### config.mk
export PLATFORM = sky130hd
export DESIGN_NAME = upperimm_exec_stage
export DESIGN_NICKNAME = d
export VERILOG_FILES = /design/src/rtl/upperimm_exec_stage.sv
export SDC_FILE = /design/constraint.sdc
export NUM_CORES = 1
export LEC_CHECK = 0
export ABC_AREA = 1
export BUFFER_PORTS_ARGS = -buffer_cell sky130_fd_sc_hd__buf_2
export CORE_MARGIN = 1.5
export CORE_UTILIZATION = 40
export DETAILED_ROUTE_END_ITERATION = 16
export MAX_ROUTING_LAYER = met4
export PLACE_DENSITY = 0.62
export SLEW_MARGIN = 10
export SYNTH_ARGS = -nofsm -noshare
export SYNTH_HDL_FRONTEND = slang
export SYNTH_SLANG_ARGS = --single-unit
### constraint.sdc
create_clock -name clk -period 3.7 [get_ports clk]
set_clock_uncertainty 0.05 [all_clocks]
set_input_delay 0.74 -clock clk [delete_from_list [all_inputs] [get_ports clk]]
set_output_delay 0.74 -clock clk [all_outputs]
set_load 0.005 [all_outputs]
### src/rtl/upperimm_exec_stage.sv
// ============================================================================
// Module      : upperimm_exec_stage
// Description : Registered execute stage for RISC-V LUI/AUIPC (XLEN 32/64).
//               Decodes the instruction and computes the writeback value. A
//               2-entry skid FIFO buffers results so in_ready never depends
//               combinationally on out_ready. Also flags illegal opcodes and
//               keeps a saturating count of retired operations.
// Revision    : 1.0 - initial release
// ============================================================================
`default_nettype none

module upperimm_exec_stage #(
  parameter int XLEN  = 32,
  parameter int CNT_W = 16
) (
  input  logic             clk,
  input  logic             rst,
  input  logic             flush,
  input  logic             in_valid,
  output logic             in_ready,
  input  logic [31:0]      instruction_code,
  input  logic [XLEN-1:0]  pc,
  output logic             out_valid,
  input  logic             out_ready,
  output logic [4:0]       rd,
  output logic [XLEN-1:0]  result,
  output logic             wb_en,
  output logic [4:0]       alu_control,
  output logic             illegal,
  output logic [CNT_W-1:0] op_count
);

  localparam logic [4:0] c_ALU_NOP   = 5'd0;
  localparam logic [4:0] c_ALU_LUI   = 5'd1;
  localparam logic [4:0] c_ALU_AUIPC = 5'd2;
  localparam logic [6:0] c_OP_LUI    = 7'h37;
  localparam logic [6:0] c_OP_AUIPC  = 7'h17;

  // Decode fields
  logic [6:0]      w_opcode;
  logic [4:0]      w_rd_in;
  logic [31:0]     w_imm32;
  logic [XLEN-1:0] w_imm;
  logic [XLEN-1:0] w_pc_sum;
  logic [4:0]      w_alu;
  logic [XLEN-1:0] w_val;
  logic            w_wb;
  logic            w_ill;

  assign w_opcode = instruction_code[6:0];
  assign w_rd_in  = instruction_code[11:7];
  assign w_imm32  = {instruction_code[31:12], 12'b0};

  // Sign-extend the upper immediate to the datapath width
  generate
    if (XLEN > 32) begin : g_xlen_wide
      assign w_imm = {{(XLEN-32){w_imm32[31]}}, w_imm32};
    end else begin : g_xlen_32
      assign w_imm = w_imm32;
    end
  endgenerate

  assign w_pc_sum = pc + w_imm;

  // Opcode decode and writeback value selection
  always_comb begin
    w_alu = c_ALU_NOP;
    w_val = '0;
    w_wb  = 1'b0;
    w_ill = 1'b0;
    case (w_opcode)
      c_OP_LUI: begin
        w_alu = c_ALU_LUI;
        w_val = w_imm;
        w_wb  = 1'b1;
      end
      c_OP_AUIPC: begin
        w_alu = c_ALU_AUIPC;
        w_val = w_pc_sum;
        w_wb  = 1'b1;
      end
      default: begin
        w_ill = 1'b1;
      end
    endcase
    // x0 is never written; the entry still retires normally
    if (w_rd_in == 5'd0) begin
      w_val = '0;
      w_wb  = 1'b0;
    end
  end

  // Skid FIFO state
  logic [1:0]      r_cnt;
  logic            r_wr_ptr;
  logic            r_rd_ptr;
  logic [4:0]      r_mem_rd  [2];
  logic [XLEN-1:0] r_mem_res [2];
  logic [4:0]      r_mem_alu [2];
  logic            r_mem_wb  [2];
  logic            r_mem_ill [2];
  logic [CNT_W-1:0] r_op_count;

  logic w_push;
  logic w_pop;
  logic w_head;

  assign in_ready  = ~r_cnt[1] & ~rst;
  assign out_valid = (r_cnt != 2'd0);
  assign w_push    = in_valid & in_ready & ~flush;
  assign w_pop     = out_valid & out_ready & ~flush;

  // When empty, point at the slot that was most recently the head so the
  // outputs keep showing the last value instead of a stale older entry.
  assign w_head = (r_cnt == 2'd0) ? ~r_rd_ptr : r_rd_ptr;

  assign rd          = r_mem_rd[w_head];
  assign result      = r_mem_res[w_head];
  assign alu_control = r_mem_alu[w_head];
  assign wb_en       = r_mem_wb[w_head];
  assign illegal     = r_mem_ill[w_head];
  assign op_count    = r_op_count;

  // Entry storage: write the decoded result into the tail slot on push
  always_ff @(posedge clk or posedge rst) begin
    if (rst) begin
      for (int i = 0; i < 2; i++) begin
        r_mem_rd[i]  <= 5'd0;
        r_mem_res[i] <= '0;
        r_mem_alu[i] <= c_ALU_NOP;
        r_mem_wb[i]  <= 1'b0;
        r_mem_ill[i] <= 1'b0;
      end
    end else if (w_push) begin
      r_mem_rd[r_wr_ptr]  <= w_rd_in;
      r_mem_res[r_wr_ptr] <= w_val;
      r_mem_alu[r_wr_ptr] <= w_alu;
      r_mem_wb[r_wr_ptr]  <= w_wb;
      r_mem_ill[r_wr_ptr] <= w_ill;
    end
  end

  // Pointer and occupancy tracking; flush empties the FIFO
  always_ff @(posedge clk or posedge rst) begin
    if (rst) begin
      r_cnt    <= 2'd0;
      r_wr_ptr <= 1'b0;
      r_rd_ptr <= 1'b0;
    end else if (flush) begin
      r_cnt <= 2'd0;
      // Step past the current head so it stays the displayed entry and the
      // next push lands in the other slot.
      if (r_cnt != 2'd0) begin
        r_rd_ptr <= ~r_rd_ptr;
        r_wr_ptr <= ~r_rd_ptr;
      end
    end else begin
      if (w_push) r_wr_ptr <= ~r_wr_ptr;
      if (w_pop)  r_rd_ptr <= ~r_rd_ptr;
      case ({w_push, w_pop})
        2'b10:   r_cnt <= r_cnt + 2'd1;
        2'b01:   r_cnt <= r_cnt - 2'd1;
        default: r_cnt <= r_cnt;
      endcase
    end
  end

  // Saturating count of retired LUI/AUIPC operations
  always_ff @(posedge clk or posedge rst) begin
    if (rst) begin
      r_op_count <= '0;
    end else if (w_pop && (r_mem_alu[r_rd_ptr] != c_ALU_NOP) && (r_op_count != {CNT_W{1'b1}})) begin
      r_op_count <= r_op_count + 1'b1;
    end
  end

endmodule

`default_nettype wire
# Yosys cells after proc, flatten, opt, wreduce, memory -nomap -nowiden
# Index checks and enable logic that the tools add are counted.
[totals]
reg_bits = 108
inputBits = 69
output_inout_bits = 62
wordCells = 97
[op_classes]
n_addsub = 4
order_cmp = 4
eq_ne = 6
mux = 43
bitwise = 13
reduce_logical = 13
[op_table]
columns = ["operator", "n"]
rows = [
  ["two-way mux 32 bit", 5],
  ["bitwise mux 64 bit", 1],
  ["one-hot mux 32 bit (2 select lines)", 1],
  ["two-way mux 5 bit", 10],
  ["adder 32 bit", 1],
  ["demux 32 bit (select 1 bit)", 1],
  ["bitwise mux 10 bit", 2],
  ["adder 16 x 1 -> 16 bit, second input constant", 1],
  ["two-way mux 1 bit", 16],
  ["!= test 16 bit, second input constant", 1],
  ["one-hot mux 2 bit (2 select lines)", 2],
  ["== test 7 x 5 -> 1 bit, second input constant", 1],
  ["== test 7 x 6 -> 1 bit, second input constant", 1],
  ["greater-or-equal comparator 2 bit, second input constant", 3],
  ["inverter 1 -> 2 bit", 3],
  ["nonzero test 2 bit", 3],
  ["AND 1 bit", 5],
  ["demux 5 bit (select 1 bit)", 1],
  ["logical NOT 5 bit", 1],
  ["inverter 1 bit", 5],
  ["nonzero test 5 bit", 1],
  ["bitwise mux 2 bit", 2],
  ["AND reduction 2 bit", 2],
  ["logical AND 1 bit", 3],
  ["other kinds (11)", 11],
]

# Longest topological paths before layout
[depth]
depth_word = 7
mapped_depth = 14
depth_no_buf = 14

# Worst setup path before layout
# OpenSTA, ideal clock, no wires.
[synth_path]
kind = "input-to-reg"
start = "input instruction_code[12]"
end = "register r_mem_res[52] (netlist name)"
setup_ps = 128
arrival_time_ps = 2189
required_time_ps = 3522
path_slack_ps = 1333
path_stages = 11
path_buffers = 0
cell_sequence = "ha_1 fa_1 nand3_1 nand3_1 nand2_1 nand2_1 or2_2 nand3_1 nand2_1 nand2_1 o21ai_0"
[synth_via]
elab_chain_len = 4
[synth_rtl]
columns = ["element", "line", "source"]
rows = [
  ["start, declared", "21", "input logic [31:0] instruction_code,"],
  ["adder 32 bit", "63", "assign w_pc_sum = pc + w_imm;"],
  ["one-hot mux 32 bit (2 select lines)", "71", "case (w_opcode)"],
  ["two-way mux 32 bit", "87", "if (w_rd_in == 5'd0) begin"],
  ["bitwise mux 64 bit", "136", "r_mem_res[r_wr_ptr] <= w_val;"],
  ["end signal, assigned by index", "136", ""],
  ["end, declared", "98", "logic [XLEN-1:0] r_mem_res [2];"],
]
# Every way passes these cells.
# A chain may end at the register's enable or synchronous reset.

# Worst setup path after layout
[layout_path]
start = "register r_cnt[1]"
end = "output result[26]"
[layout_via]
elab_chain_len = 6
[layout_rtl]
columns = ["element", "line", "source"]
rows = [
  ["start, declared", "94", "logic [1:0] r_cnt;"],
  ["start signal, assigned", "161", "2'b10: r_cnt <= r_cnt + 2'd1;"],
  ["start signal, assigned", "162", "2'b01: r_cnt <= r_cnt - 2'd1;"],
  ["start signal, assigned", "163", "default: r_cnt <= r_cnt;"],
  ["logical NOT 2 bit", "115", "assign w_head = (r_cnt == 2'd0) ? ~r_rd_ptr : r_rd_ptr;"],
  ["two-way mux 1 bit", "115", ""],
  ["inverter 1 -> 2 bit (not written as such)", "118", "assign result = r_mem_res[w_head];"],
  ["two-way mux 32 bit (not written as such) (3 in series)", "118", ""],
  ["end, declared", "26", "output logic [XLEN-1:0] result,"],
]
# Every way passes these cells. The select of a mux whose other input is x is not followed.

==> impl_metrics.env <==
export IMPL_status="complete, no violations"
export IMPL_avgSynthCellArea_um2=7.35
export IMPL_dp_hpwl_mm=11.6
export IMPL_initial_core_util_pct=41.3
export IMPL_synth_seq_cells=102
export IMPL_fin_crit_ns=2.99
export IMPL_clockBufferDepth=2
export IMPL_ant_nets=0
export IMPL_place_ws_ns=0.995
export IMPL_p_sw_mw=1.31
export IMPL_end_kind="primary output"
export IMPL_path_delay_family="flip-flops"
export IMPL_synthTopCellsByArea="dfrtp_1, nand2_1, nand3_1, inv_1, ha_1"
export IMPL_swShare_pct=35.6
export IMPL_cp_max_fo=46
export IMPL_numCtsBuffers=9
export IMPL_post_drt_wl_per_cell_um=13.4
export IMPL_synth_top_family_by_area="simple AND/OR/NAND/NOR gates"
export IMPL_port_buffers=127
export IMPL_drtIter0Drc=267
export IMPL_layout_commonest_cell="nand2_1"
export IMPL_fp_coreArea_mm2=0.0153
export IMPL_synth_ff_type="dfrtp_1"
export IMPL_synth_distinct_cells=40
export IMPL_synth_cells=859
export IMPL_num_rows=45
export IMPL_hold_viol_final=0
export IMPL_die_h_um=129
export IMPL_synth_xor_area_share_pct=3.31
export IMPL_drive_gt1_share_pct=20.5
export IMPL_crit_chain="nor2_4 -> xor2_4 -> buf_12 -> mux2_2 -> buf_2"
export IMPL_post_cts_setup_buffers=0
export IMPL_ys_warn_count=0
export IMPL_max_freq_mhz=334
export IMPL_synth_seq_area_share_pct=40.4
export IMPL_synth_top_area_cell="dfrtp_1"
export IMPL_first_global_vias=5393
export IMPL_vias=5678
export IMPL_clock_root_buffer="clkbuf_16"
export IMPL_tightest_slew_ns=0.921
export IMPL_io_pins=131
export IMPL_grt_pass1_wl_mm=26.1
export IMPL_grt_max_degree=59
export IMPL_p_int_mw=2.37
export IMPL_first_pass_iters=4
export IMPL_drv_cap=0
export IMPL_syn_to_final_growth_pct=17.2
export IMPL_drt_wl_total_mm=15.9
export IMPL_drc=0
export IMPL_crit_slowest_cell="dfrtp_1"
export IMPL_netlist_area_leader_share_pct=40.4
export IMPL_synthSimpleGateAreaFrac_pct=33.5
export IMPL_worstSkewPairLatency_ns=0.34
export IMPL_globalRouteOverflowTotal=0
export IMPL_numClockSinks=102
export IMPL_cts_repair_resized=0
export IMPL_cts_hold_buffers=0
export IMPL_critPathMaxStageDelay_ns=0.46
export IMPL_arrival_ns=2.20
export IMPL_antenna_found_initial=1
export IMPL_synth_compound_area_share_pct=7.17
export IMPL_power_density_mw_per_mm2=497
export IMPL_path_buf_inv=2
export IMPL_worst_slack_ns=0.710
export IMPL_combPwrFrac_pct=35.8
export IMPL_crit_type="flip-flop to primary output"
export IMPL_vias_per_cell=4.78
export IMPL_die_area_mm2=0.0166
export IMPL_dieWidth_um=129
export IMPL_pwr_share_seq_pct=38.4
export IMPL_setup_tns_ns=0
export IMPL_synth_edf_count=0
export IMPL_relSlewSlack_pct=38.5
export IMPL_fin_crit_sh_pct=80.8
export IMPL_clkPwrFrac_pct=25.8
export IMPL_worst_setup_path_start_kind="flip-flop"
export IMPL_grt_use_total_pct=20.6
export IMPL_hold_class="flip-flop to flip-flop"
export IMPL_setup_violations=0
export IMPL_synthAdderAreaFrac_pct=4.28
export IMPL_clkTransAtPathRegs_ns=0.07
export IMPL_peakVddDrop_mv=0.364
export IMPL_syn_area_mm2=0.00632
export IMPL_p_total_mw=3.68
export IMPL_ff2ff_setup_slack_ns=1.76
export IMPL_rsz0062_at_grt="no"
export IMPL_leakage_nw=3.97
export IMPL_h_tree_depth=3
export IMPL_final_max_slew_viol_count=0
export IMPL_final_util_pct=48.4
export IMPL_fin_nets=1061
export IMPL_final_cell_mix="nand2_1, buf_2, dfrtp_1, inv_1, nand3_1"
export IMPL_synthMuxAreaShare_pct=3.74
export IMPL_gp_congestion=0.867
export IMPL_tritoncts="done"
export IMPL_crit_required_ns=2.91
export IMPL_synth_async_reset_ratio_pct=100
==> metrics by stage <==
| stage | hold WS, ns | std cells | area, µm² |
|---|---|---|---|
| final | 0.425 | 1187 | 7410 |
| after global routing | 0.450 | 1187 | 7410 |
| after CTS | 0.427 | 1186 | 7400 |
| after detailed placement | 0.410 | 1171 | 7110 |
| after global placement | 0.407 | 1171 | 7110 |
| after floorplan | 0.392 | 861 | 6320 |
==> cells in the mapped netlist, types with 2 or more instances <==
cell type	count
nand2_1	344
buf_6	3
clkbuf_1	14
o21ai_1	30
inv_2	4
nor3_1	6
inv_1	70
nor2_4	6
nand2_2	2
nor2_2	13
nor2_1	43
mux2_1	2
ha_1	20
a21oi_1	15
mux2_2	19
xor2_1	14
nand3_1	58
or2_2	2
o21ai_0	44
xnor2_1	8
nand3b_1	5
buf_2	6
nand4_1	5
buf_4	9
dfrtp_1	102
==> power by group through the flow <==
stage / combinational, mW / sequential (mW) / clock (mW)
2_1_floorplan: 0.898 / 1.41 / 0
3_3_place_gp: 1.31 / 1.43 / 0
3_5_place_dp: 1.33 / 1.43 / 0
4_1_cts: 1.34 / 1.42 / 0.971
5_1_grt: 1.49 / 1.44 / 1.02
6_report: 1.32 / 1.42 / 0.950
==> worst paths after layout <==
path	to	start	cells after the start
max	result[26]	r_cnt[1]	5
min	r_mem_rd[5]	r_mem_rd[5]	2
max reg2reg	r_mem_res[52]	r_cnt[1]	7
min reg2reg	r_mem_rd[5]	r_mem_rd[5]	2
max in group asynchronous	r_mem_res[56]	rst	3
min in group asynchronous	op_count[2]	rst	2
==> registers in the layout, summed over array words and instances (netlist names) <==
signal,flops
op_count,16
r_cnt,2
r_mem_alu,4
r_mem_ill,2
r_mem_rd,10
r_mem_res,64
r_mem_wb,2
r_rd_ptr,1
r_wr_ptr,1
==> metal layers <==
metal | GRT usage (%) | wire [µm] | up-vias
met4 | 6.08 | 240 | 0
li1 | - | - | 2932
met5 | - | 0 | -
met3 | 3.70 | 682 | 17
met1 | 26.4 | 7440 | 2599
met2 | 33.4 | 7550 | 130
==> cell families after synthesis <==
| group | count (synthesis) |
|---|---|
| AND/OR/NAND/NOR | 492 |
| flip-flops | 102 |
| multiplexers | 21 |
| buffers and inverters | 109 |
| other | 1 |
| adder cells (fa/ha/maj) | 21 |
| AO/OA/AOI/OAI | 90 |
| XOR/XNOR | 23 |
==> worst register-to-register path: cells and delay by family, from the launching register on <==
| kind | cells | cell delay [ns] |
|---|---|---|
| compound gates | 1 | 0.21 |
| simple gates | 4 | 0.30 |
| buf+inv | 2 | 0.76 |
| flops | 1 | 0.47 |
==> layout make-up <==
cell class | instances | area (µm²)
clock buffer | 12 | 246
clock inverter | 3 | 45.0
sequential | 102 | 2550
tap | 211 | 264
multi-input combinational | 650 | 3310
fill | 1598 | 7910
timing repair buffer | 132 | 698
inverter | 76 | 290
antenna | 1 | 2.50
No activity file was read; power rests on OpenSTA's default activity.
